**src/rtl/cond_pkg.sv**
```systemverilog
// rtl/cond_pkg.sv - shared condition codes, flag indices and IT state encoding
package cond_pkg;

  localparam logic [3:0] COND_EQ = 4'h0;
  localparam logic [3:0] COND_NE = 4'h1;
  localparam logic [3:0] COND_CS = 4'h2;
  localparam logic [3:0] COND_CC = 4'h3;
  localparam logic [3:0] COND_MI = 4'h4;
  localparam logic [3:0] COND_PL = 4'h5;
  localparam logic [3:0] COND_VS = 4'h6;
  localparam logic [3:0] COND_VC = 4'h7;
  localparam logic [3:0] COND_HI = 4'h8;
  localparam logic [3:0] COND_LS = 4'h9;
  localparam logic [3:0] COND_GE = 4'hA;
  localparam logic [3:0] COND_LT = 4'hB;
  localparam logic [3:0] COND_GT = 4'hC;
  localparam logic [3:0] COND_LE = 4'hD;
  localparam logic [3:0] COND_AL = 4'hE;
  localparam logic [3:0] COND_NV = 4'hF;

  localparam int FLAG_C = 3;
  localparam int FLAG_Z = 2;
  localparam int FLAG_N = 1;
  localparam int FLAG_V = 0;

  typedef enum logic {
    ST_IDLE   = 1'b0,
    ST_IT_RUN = 1'b1
  } it_state_t;

  // A single bank still needs a one-bit select so the port never collapses to zero width.
  function automatic int bank_width(input int banks);
    return (banks > 1) ? $clog2(banks) : 1;
  endfunction

endpackage

```
**src/rtl/cond_flag_unit_if.sv**
```systemverilog
// rtl/cond_flag_unit_if.sv - flag, bank and IT control bundle for cond_flag_unit
interface cond_flag_unit_if #(
  parameter int BANKS  = 2,
  parameter int MAX_IT = 4
);
  import cond_pkg::*;

  localparam int BW = bank_width(BANKS);
  localparam int CW = $clog2(MAX_IT + 1);

  logic [3:0]        flags_in;
  logic              flag_ld;
  logic [3:0]        flag_mask;
  logic              save;
  logic              restore;
  logic [BW-1:0]     bank_sel;
  logic [3:0]        cond_code;
  logic              instr_adv;
  logic              it_start;
  logic [3:0]        it_cond;
  logic [CW-1:0]     it_len;
  logic [MAX_IT-1:0] it_te;

  logic              c;
  logic              z;
  logic              n;
  logic              v;
  logic              cond_pass;
  logic              it_active;
  logic [CW-1:0]     it_remaining;
  logic              it_err;

  modport master (
    output flags_in, flag_ld, flag_mask, save, restore, bank_sel,
           cond_code, instr_adv, it_start, it_cond, it_len, it_te,
    input  c, z, n, v, cond_pass, it_active, it_remaining, it_err
  );

  modport slave (
    input  flags_in, flag_ld, flag_mask, save, restore, bank_sel,
           cond_code, instr_adv, it_start, it_cond, it_len, it_te,
    output c, z, n, v, cond_pass, it_active, it_remaining, it_err
  );

endinterface

```
**src/rtl/cond_eval.sv**
```systemverilog
// rtl/cond_eval.sv - combinational ARM condition-code evaluator over {C,Z,N,V}
module cond_eval
  import cond_pkg::*;
(
  input  logic [3:0] flags,
  input  logic [3:0] code,
  output logic       pass
);

  logic c, z, n, v;

  always_comb begin
    c    = flags[FLAG_C];
    z    = flags[FLAG_Z];
    n    = flags[FLAG_N];
    v    = flags[FLAG_V];
    pass = 1'b0;
    case (code)
      COND_EQ: pass = z;
      COND_NE: pass = !z;
      COND_CS: pass = c;
      COND_CC: pass = !c;
      COND_MI: pass = n;
      COND_PL: pass = !n;
      COND_VS: pass = v;
      COND_VC: pass = !v;
      COND_HI: pass = c && !z;
      COND_LS: pass = !c || z;
      COND_GE: pass = (n == v);
      COND_LT: pass = (n != v);
      COND_GT: pass = !z && (n == v);
      COND_LE: pass = z || (n != v);
      COND_AL: pass = 1'b1;
      default: pass = 1'b0;
    endcase
  end

endmodule

```
**src/rtl/cond_flag_unit.sv**
```systemverilog
// rtl/cond_flag_unit.sv - live C/Z/N/V flags, saved banks and IT-block predication
module cond_flag_unit
  import cond_pkg::*;
#(
  parameter int BANKS  = 2,
  parameter int MAX_IT = 4
) (
  input  logic            clk,
  input  logic            reset,
  cond_flag_unit_if.slave bus
);

  localparam int BW = bank_width(BANKS);
  localparam int CW = $clog2(MAX_IT + 1);
  localparam int NSLOT = 2 ** BW;

  it_state_t         state_q, state_d;
  logic [3:0]        live_q, live_d;
  logic [3:0]        bank_q [NSLOT];
  logic [3:0]        it_cond_q, it_cond_d;
  logic [MAX_IT-1:0] te_q, te_d;
  logic [CW-1:0]     rem_q, rem_d;
  logic              it_err_q;
  logic              illegal;
  logic              len_bad;
  logic [NSLOT-1:0]  bank_valid;
  logic              bank_ok;
  logic [3:0]        eff_code;
  logic              pass;

  // Select values beyond BANKS map to no bank, so save/restore there is a no-op.
  always_comb begin
    for (int i = 0; i < NSLOT; i++) begin
      bank_valid[i] = (i < BANKS);
    end
    bank_ok = bank_valid[bus.bank_sel];
  end

  always_comb begin
    live_d = live_q;
    if (bus.flag_ld) begin
      live_d = (bus.flags_in & bus.flag_mask) | (live_q & ~bus.flag_mask);
    end
    if (bus.restore && bank_ok) begin
      live_d = bank_q[bus.bank_sel];
    end
  end

  always_ff @(posedge clk) begin
    if (reset) begin
      live_q   <= 4'b0000;
      it_err_q <= 1'b0;
      for (int i = 0; i < NSLOT; i++) begin
        bank_q[i] <= 4'b0000;
      end
    end else begin
      live_q   <= live_d;
      it_err_q <= illegal;
      // Saves the pre-update flags, which makes a same-bank save+restore a swap.
      if (bus.save && bank_ok) begin
        bank_q[bus.bank_sel] <= live_q;
      end
    end
  end

  always_comb begin
    len_bad = (bus.it_len == '0) || (32'(bus.it_len) > 32'(MAX_IT));
    illegal = bus.it_start &&
              ((state_q == ST_IT_RUN) || len_bad || (bus.it_cond == COND_NV));
  end

  always_ff @(posedge clk) begin
    if (reset) begin
      state_q   <= ST_IDLE;
      it_cond_q <= 4'b0000;
      te_q      <= '0;
      rem_q     <= '0;
    end else begin
      state_q   <= state_d;
      it_cond_q <= it_cond_d;
      te_q      <= te_d;
      rem_q     <= rem_d;
    end
  end

  always_comb begin
    state_d   = state_q;
    it_cond_d = it_cond_q;
    te_d      = te_q;
    rem_d     = rem_q;
    eff_code  = bus.cond_code;
    case (state_q)
      ST_IDLE: begin
        // The IT instruction itself retires unpredicated and does not consume a slot.
        if (bus.it_start && !illegal) begin
          state_d   = ST_IT_RUN;
          it_cond_d = bus.it_cond;
          te_d      = bus.it_te;
          rem_d     = bus.it_len;
        end
      end
      ST_IT_RUN: begin
        if (it_cond_q == COND_AL) begin
          eff_code = COND_AL;
        end else begin
          eff_code = {it_cond_q[3:1], it_cond_q[0] ^ ~te_q[0]};
        end
        if (bus.instr_adv && !bus.it_start) begin
          te_d  = te_q >> 1;
          rem_d = rem_q - CW'(1);
          if (rem_q == CW'(1)) begin
            state_d = ST_IDLE;
          end
        end
      end
      default: begin
        state_d = ST_IDLE;
      end
    endcase
  end

  cond_eval u_eval (
    .flags (live_q),
    .code  (eff_code),
    .pass  (pass)
  );

  assign bus.c            = live_q[FLAG_C];
  assign bus.z            = live_q[FLAG_Z];
  assign bus.n            = live_q[FLAG_N];
  assign bus.v            = live_q[FLAG_V];
  assign bus.cond_pass    = pass;
  assign bus.it_active    = (state_q == ST_IT_RUN);
  assign bus.it_remaining = rem_q;
  assign bus.it_err       = it_err_q;

endmodule

```
**src/flat_wrapper.sv**
```systemverilog
// flat-port wrapper written by rule: the top's interface ports become plain ports
module cond_flag_unit_flat import cond_pkg::*;
#(
  parameter int BANKS  = 2,
  parameter int MAX_IT = 4
)
  (clk, reset, bus_flags_in, bus_flag_ld, bus_flag_mask, bus_save, bus_restore, bus_bank_sel, bus_cond_code, bus_instr_adv, bus_it_start, bus_it_cond, bus_it_len, bus_it_te, bus_c, bus_z, bus_n, bus_v, bus_cond_pass, bus_it_active, bus_it_remaining, bus_it_err);
  cond_flag_unit_if #(.BANKS(BANKS), .MAX_IT(MAX_IT)) bus_i ();
  input  logic clk;
  input  logic reset;
  input wire logic [$bits(bus_i.flags_in)-1:0] bus_flags_in;
  input wire logic [$bits(bus_i.flag_ld)-1:0] bus_flag_ld;
  input wire logic [$bits(bus_i.flag_mask)-1:0] bus_flag_mask;
  input wire logic [$bits(bus_i.save)-1:0] bus_save;
  input wire logic [$bits(bus_i.restore)-1:0] bus_restore;
  input wire logic [$bits(bus_i.bank_sel)-1:0] bus_bank_sel;
  input wire logic [$bits(bus_i.cond_code)-1:0] bus_cond_code;
  input wire logic [$bits(bus_i.instr_adv)-1:0] bus_instr_adv;
  input wire logic [$bits(bus_i.it_start)-1:0] bus_it_start;
  input wire logic [$bits(bus_i.it_cond)-1:0] bus_it_cond;
  input wire logic [$bits(bus_i.it_len)-1:0] bus_it_len;
  input wire logic [$bits(bus_i.it_te)-1:0] bus_it_te;
  output wire logic [$bits(bus_i.c)-1:0] bus_c;
  output wire logic [$bits(bus_i.z)-1:0] bus_z;
  output wire logic [$bits(bus_i.n)-1:0] bus_n;
  output wire logic [$bits(bus_i.v)-1:0] bus_v;
  output wire logic [$bits(bus_i.cond_pass)-1:0] bus_cond_pass;
  output wire logic [$bits(bus_i.it_active)-1:0] bus_it_active;
  output wire logic [$bits(bus_i.it_remaining)-1:0] bus_it_remaining;
  output wire logic [$bits(bus_i.it_err)-1:0] bus_it_err;
  assign bus_i.flags_in = bus_flags_in;
  assign bus_i.flag_ld = bus_flag_ld;
  assign bus_i.flag_mask = bus_flag_mask;
  assign bus_i.save = bus_save;
  assign bus_i.restore = bus_restore;
  assign bus_i.bank_sel = bus_bank_sel;
  assign bus_i.cond_code = bus_cond_code;
  assign bus_i.instr_adv = bus_instr_adv;
  assign bus_i.it_start = bus_it_start;
  assign bus_i.it_cond = bus_it_cond;
  assign bus_i.it_len = bus_it_len;
  assign bus_i.it_te = bus_it_te;
  assign bus_c = bus_i.c;
  assign bus_z = bus_i.z;
  assign bus_n = bus_i.n;
  assign bus_v = bus_i.v;
  assign bus_cond_pass = bus_i.cond_pass;
  assign bus_it_active = bus_i.it_active;
  assign bus_it_remaining = bus_i.it_remaining;
  assign bus_it_err = bus_i.it_err;
  cond_flag_unit #(.BANKS(BANKS), .MAX_IT(MAX_IT)) u_core (.clk(clk), .reset(reset), .bus(bus_i));
endmodule
```
**config.mk**
```make
export PLATFORM = sky130hd
export DESIGN_NAME = cond_flag_unit_flat
export DESIGN_NICKNAME = d
export VERILOG_FILES = /design/src/rtl/cond_pkg.sv /design/src/rtl/cond_flag_unit_if.sv /design/src/rtl/cond_eval.sv /design/src/rtl/cond_flag_unit.sv /design/src/flat_wrapper.sv
export SDC_FILE = /design/constraint.sdc
export NUM_CORES = 1
export LEC_CHECK = 0
export CAP_MARGIN = 20
export CORE_ASPECT_RATIO = 0.6
export CORE_MARGIN = 10
export CORE_UTILIZATION = 30
export DETAILED_ROUTE_END_ITERATION = 10
export HOLD_SLACK_MARGIN = 0.15
export PLACE_DENSITY = 0.59
export SYNTH_ARGS = -nofsm -noshare
export SYNTH_HDL_FRONTEND = slang
export SYNTH_HIERARCHICAL = 1
export SYNTH_SLANG_ARGS = --single-unit
```
**constraint.sdc**
```tcl
create_clock -name clk -period 3 [get_ports clk]
set_input_delay 0.6 -clock clk [delete_from_list [all_inputs] [get_ports clk]]
set_output_delay 0.6 -clock clk [all_outputs]
set_load 0.02 [all_outputs]
```
==> results of run 1 <==
==> cells by family (layout without fill, tap and decap cells) <==
kind of cell             count (synthesis)  count (layout)
XOR/XNOR                                 2               2
multiplexers                            16              16
flip-flops                              25              25
buffers and inverters                   15              61
AND/OR/NAND/NOR                         44              44
AO/OA/AOI/OAI                           45              45
adder cells (fa/ha/maj)                  2               2
==> layout make-up <==
cell class | count | area share
Multi-Input combinational cell | 109 | 0.409
Clock buffer | 3 | 0.0202
Tap cell | 63 | 0.0385
Clock inverter | 1 | 0.00244
Timing Repair Buffer | 52 | 0.237
Inverter | 5 | 0.00917
Sequential cell | 25 | 0.284
==> metal layers <==
layer	GRT usage	routed length (um)	vias to the layer above
met5	0	0	-
met4	0.0230	27	0
met3	0.0217	177	2
met2	0.160	1980	30
met1	0.128	2080	640
li1	-	-	649
==> power by group <==
part	switching [uW]	leakage, uW	internal (uW)
logic	119	0.000535	130
registers	19.9	0.000225	371
clock network	101	0.0000255	92.7
==> per-stage QoR <==
step	TNS (ps)	instance area [sq um]
finish	0	2050
global route	0	2050
CTS	0	2040
detailed placement	-342	2000
global placement	-331	2000
floorplan	0	1480
==> worst max-delay path, delay by kind of cell <==
| kind | cells | cell delay, ps |
|---|---|---|
| AO/OA/AOI/OAI | 3 | 670 |
| buffers and inverters | 2 | 570 |
| multiplexers | 1 | 320 |
| AND/OR/NAND/NOR | 1 | 200 |
==> how the worst max path moves through the flow <==
stage                                         start             to  slack (ps)  cells after the start
floorplan           u_core/bus.it_active$_SDFF_PP0_  bus_cond_pass         180                      7
CTS                                bus_cond_code[2]  bus_cond_pass          50                      7
global placement                   bus_cond_code[2]  bus_cond_pass        -330                      7
detailed placement                 bus_cond_code[2]  bus_cond_pass        -340                      7
finish                             bus_cond_code[2]  bus_cond_pass          50                      7
global route                       bus_cond_code[2]  bus_cond_pass           4                      7
==> placed cells by master (no fill, tap or decap), drive strengths merged, types with 2 or more instances in the layout <==
cell	Yosys	layout
o211ai	4	4
a21o	4	4
ha	2	2
a311oi	6	6
clkbuf	6	3
a21oi	12	12
mux2i	12	12
nand3b	2	2
a211o	3	3
nor3	2	2
buf	4	13
nor2	11	11
mux2	4	4
nor3b	2	2
dfxtp	17	17
a211oi	4	4
nand2	4	4
a21boi	4	4
edfxtp	8	8
nand2b	4	4
inv	5	5
and2	9	9
nand3	4	4
clkdlybuf4s50	0	39
==> repair_timing <==
| action | 4_1_cts | 5_1_grt |
|---|---|---|
| setup endpoints to repair | 1 | 1 |
| resized for setup | 5 | 1 |
| pin swaps | 0 | 0 |
| hold buffers | 0 | 0 |
| hold endpoints to repair | 0 | 0 |
| buffers inserted | 0 | 0 |
==> results.yml, run 1 <==
run_status:
  status: "finished, final reports clean"
flow_run:
  maxCapViolCount: 0
critical_path:
  critical_path_class: "in -> out"
  crit_top_cell: "a211o_1"
  cp-end-kind: "output pin"
  critPathMaxFanout: 6
  slowest_stage: "clkdlybuf4s50_1"
  ff2ff_setup_slack_ps: 1280
  max_stage_delay_ps: 410
  r2r_cells: 5
  critPathArrivalTime_ps: 2350
  worst_ep_required_time_ps: 2400
  worstReg2RegStart: "u_core/bus.it_active$_SDFF_PP0_"
  startpoint_type: "input port"
  rr_endpoint: "u_core/bus.it_remaining[1]$_SDFFE_PP0P_"
  crit_chain: "clkdlybuf4s50_1 > mux2_4 > or2b_1 > o22ai_1 > a211o_1 > a211o_1 > buf_2"
timing:
  finalCritPeriodShare: 0.984
  setup_violations: 0
  slew-limit-headroom: 0.637
  fmaxAchievable_ghz: 0.339
  rsz0062_at_grt: "no"
  hold_viol: 0
  period_minus_slack_ps: 2950
  whs_ps: 481
  maxSlewViolCount: 0
  tightest_slew_ps: 542
  fin_worst_skew_ps: 5.38
  setup_ws_ps: 48.8
drt:
  viasPerCell: 5.12
  route.antenna.remaining_nets: 0
  routedWlPerCell_um: 16.5
  drt-initial-drc-count: 62
  wl_um: 4270
  via_count: 1321
  drc: 0
  first_pass_iters: 4
global_route:
  grt_max_degree: 19
  grt_pass1_vias: 1300
  antenna_found_initial: 0
  gr-total-overflow: 0
  grt_usage: 0.0970
  grt_pass1_wl_um: 6680
placed_design:
  dp.cells: 254
  pre_cts_slack_ps: -342
  dp_hpwl_um: 3380
  place_congestion: 0.759
  portBuffers: 40
synth:
  synth_compound_area_frac: 0.235
  synth_xor_area_frac: 0.0169
  synthCells: 149
  post-synth-top-count-cell: "dfxtp_1"
  synth_top_area_frac: 0.230
  synth_area_leaders: "dfxtp_1 23%, edfxtp_1 16%, mux2i_1 8.1%"
  syn_avg_cell_area_sq_um: 9.95
  synth_top_family_by_area: "compound AO/OA/AOI/OAI gates"
  netlist_area_sq_mm: 0.00148
  synthSimpleGateAreaFrac: 0.176
  synth_common_cells: "17 x dfxtp_1, 12 x mux2i_1, 11 x a21oi_1, 11 x nor2_1, 9 x and2_1"
  synth_top_area_cell: "dfxtp_1"
  synth_edf_count: 8
  yosysSeqAreaShare: 0.392
  ys.flop_type: "dfxtp_1"
  ys_types: 44
  synthAdderAreaFrac: 0.0169
  synth-warning-count: 6
  async_flop_share: 0
  muxShareOfSynthArea: 0.114
  postSynthNetCount: 182
  synth_seq_cells: 25
die:
  dieWidth_um: 111
  core_region_area_sq_mm: 0.00468
  num_io_pins: 41
  rows: 19
  dieArea_sq_mm: 0.00825
  dieHeight_um: 74.5
  initial_core_util: 0.317
layout:
  fill_cells: 449
  n_antenna_cell: 0
  areaGrowthSynthToFinish_pct: 38.1
  final_cells: 258
  num-nets-final: 229
  drive_gt1_frac: 0.144
  register_area_sq_um: 581
  multi_input_area_sq_um: 837
  fin_util: 0.437
clock_tree:
  clock_path_buffers: 2
  cts_root_buffer: "clkbuf_8"
  cts_tree: "done"
  clkTransAtPathRegs_ps: 80
  cts.sinks: 25
  cts_buffers: 3
  cts_max_level: 1
  clock_latency_ps: 260
power_and_ir_drop:
  p_leak_uw: 0.000785
  totalPowerFinal_uw: 833
  ir_drop_mv: 0.193
  p_per_area_mw_per_mm2: 407
hold_path:
  whs_path_depth: 2
  min-delay-start: "u_core/te_q[1]$_SDFFE_PP0P_"
  hold_class: "reg -> reg"
  min_to: "u_core/te_q[1]$_SDFFE_PP0P_"
(Power assumes the default switching activity.)
==> inputs of run 2 (changes only) <==
--- a/config.mk
+++ b/config.mk
@@ -12,6 +12,7 @@
 export DETAILED_ROUTE_END_ITERATION = 10
 export HOLD_SLACK_MARGIN = 0.15
 export PLACE_DENSITY = 0.59
+export REMOVE_ABC_BUFFERS = 1
 export SYNTH_ARGS = -nofsm -noshare
 export SYNTH_HDL_FRONTEND = slang
 export SYNTH_HIERARCHICAL = 1
==> results.yml, run 2 (synthesis gave the netlist of run 1 again) <==
critical_path:
  cp-end-kind: "output pin"
  max_stage_delay_ps: 400
  crit_end: "bus_cond_pass"
  worstReg2RegStart: "u_core/bus.it_active$_SDFF_PP0_"
  path_depth: 7
  critPathArrivalTime_ps: 2350
  path_buf_inv: 2
  crit_family: "multiplexers"
  startpoint: "bus_cond_code[2]"
  r2r_cells: 4
  startpoint_type: "input port"
  crit_chain: "clkdlybuf4s50_1 > mux2_4 > mux2_4 > a21oi_2 > o211ai_1 > a211o_1 > buf_2"
  rr_endpoint: "u_core/bus.it_remaining[1]$_SDFFE_PP0P_"
  slowest_stage: "clkdlybuf4s50_1"
  critPathMaxFanout: 6
  worst_ep_required_time_ps: 2400
  crit_top_cell: "mux2_4"
  critical_path_class: "in -> out"
  ff2ff_setup_slack_ps: 1210
timing:
  finalCritPeriodShare: 0.984
  hold_viol: 0
  setup_violations: 0
  rsz0062_at_grt: "no"
  fin_worst_skew_ps: 3.18
  fmaxAchievable_ghz: 0.339
  slew-limit-headroom: 0.596
  period_minus_slack_ps: 2950
  tightest_slew_ps: 604
  setup_ws_ps: 48.5
  maxSlewViolCount: 0
  setup-tns-final_ps: 0
layout:
  stdcell_area_sq_mm: 0.00205
  fin_util: 0.437
  final_cells: 256
  layout_commonest_cell: "clkdlybuf4s50_1"
  drive_gt1_frac: 0.135
  layout_common_cells: "39 x clkdlybuf4s50_1, 17 x dfxtp_1, 12 x mux2i_1"
  areaGrowthSynthToFinish_pct: 38.1
  fill_cells: 436
  num-nets-final: 227
  n_antenna_cell: 0
die:
  num_io_pins: 41
  dieWidth_um: 111
  dieArea_sq_mm: 0.00825
  core_region_area_sq_mm: 0.00468
  dieHeight_um: 74.5
  rows: 19
  initial_core_util: 0.317
drt:
  drc: 0
  viasPerCell: 5.16
  met2_wirelength_um: 2100
  route.antenna.remaining_nets: 0
  wl_um: 4380
  routedWlPerCell_um: 17.1
  drt-initial-drc-count: 77
  dr.max_layer_used: "met4"
  met3_wirelength_um: 162
  via_count: 1322
  first_pass_iters: 5
  wl_met1_um: 2080
placed_design:
  dp.cells: 252
  dp_hpwl_um: 3390
  pre_cts_slack_ps: -362
  place_congestion: 0.754
  dpl_cell_area_sq_mm: 0.00200
  portBuffers: 40
clock_tree:
  cts_max_level: 1
  clock_path_buffers: 2
  cts_root_buffer: "clkbuf_8"
  cts_hold_buffers: 0
  clkTransAtPathRegs_ps: 90
  cts_buffers: 3
  clock_latency_ps: 270
  cts_tree: "done"
  cts.sinks: 25
  cts_setup_buffers: 0
flow_run:
  maxCapViolCount: 0
global_route:
  gr-total-overflow: 0
  grt_pass1_vias: 1308
  grt_usage: 0.101
  antenna_found_initial: 0
  grt_pass1_wl_um: 6890
  grt_max_degree: 19
power_and_ir_drop:
  p_leak_uw: 0.000775
  clkPwrFrac: 0.245
  p_per_area_mw_per_mm2: 415
  power.internal_uw: 596
  switching_share: 0.298
  switchingPower_uw: 253
  combPwrFrac: 0.295
  ir_drop_mv: 0.170
  power_frac_seq: 0.461
hold_path:
  whs_path_depth: 2
  hold_class: "reg -> reg"
  min-delay-start: "u_core/te_q[2]$_SDFFE_PP0P_"
run_status:
  status: "finished, final reports clean"
==> run 2: changes by cell type in the layout (fill, tap and decap cells not counted) <==
cell	before	now
clkinvlp_4	0	1
clkinv_2	1	0
buf_4	12	9
buf_12	0	1
==> run 2: layout make-up <==
| class | instances | area [sq um] | area share |
|---|---|---|---|
| multi-input cells | 109 | 837 | 0.409 |
| flip-flops and latches | 25 | 581 | 0.284 |
| repair buffers | 50 | 483 | 0.236 |
| well taps | 63 | 78.8 | 0.0385 |
| clock buffers | 3 | 41.3 | 0.0202 |
| inverters | 5 | 18.8 | 0.00917 |
| clock inverters | 1 | 7.51 | 0.00367 |
==> run 2: timing repair <==
action                                 CTS  global route
gates resized for setup                  4             2
setup endpoints to repair                1             1
endpoints found under the hold margin    0             0
==> run 2: worst min path at each step <==
| stage | to |
|---|---|
| floorplan | u_core/te_q[1]$_SDFFE_PP0P_ |
| global placement | u_core/te_q[2]$_SDFFE_PP0P_ |
| detailed placement | u_core/te_q[2]$_SDFFE_PP0P_ |
| CTS | u_core/te_q[2]$_SDFFE_PP0P_ |
| global route | u_core/te_q[2]$_SDFFE_PP0P_ |
| finish | u_core/te_q[2]$_SDFFE_PP0P_ |
==> run 2: power by group through the flow <==
stage          sequential, uW  clock [uW]  combinational (uW)
3_5_place_dp              398           0                 248
2_1_floorplan             409           0                 109
3_3_place_gp              397           0                 240
4_1_cts                   390         215                 247
5_1_grt                   394         229                 270
6_report                  391         207                 250
==> run 2: metal layers <==
metal,vias up,track usage
met2,29,0.169
met4,0,0.0287
met1,648,0.133
met5,-,0
met3,2,0.0161
li1,643,-
==> run 2: stage by stage <==
step	hold WS (ps)	power (uW)
after floorplan	437	518
after global placement	452	637
after detailed placement	464	646
after CTS	475	852
after global routing	527	893
final	477	848
==> run 2: tightest hold or removal path: stages (launching register included) <==
cell and delay, ps:
dfxtp_1 330, nand3_1 60, a21oi_1 50
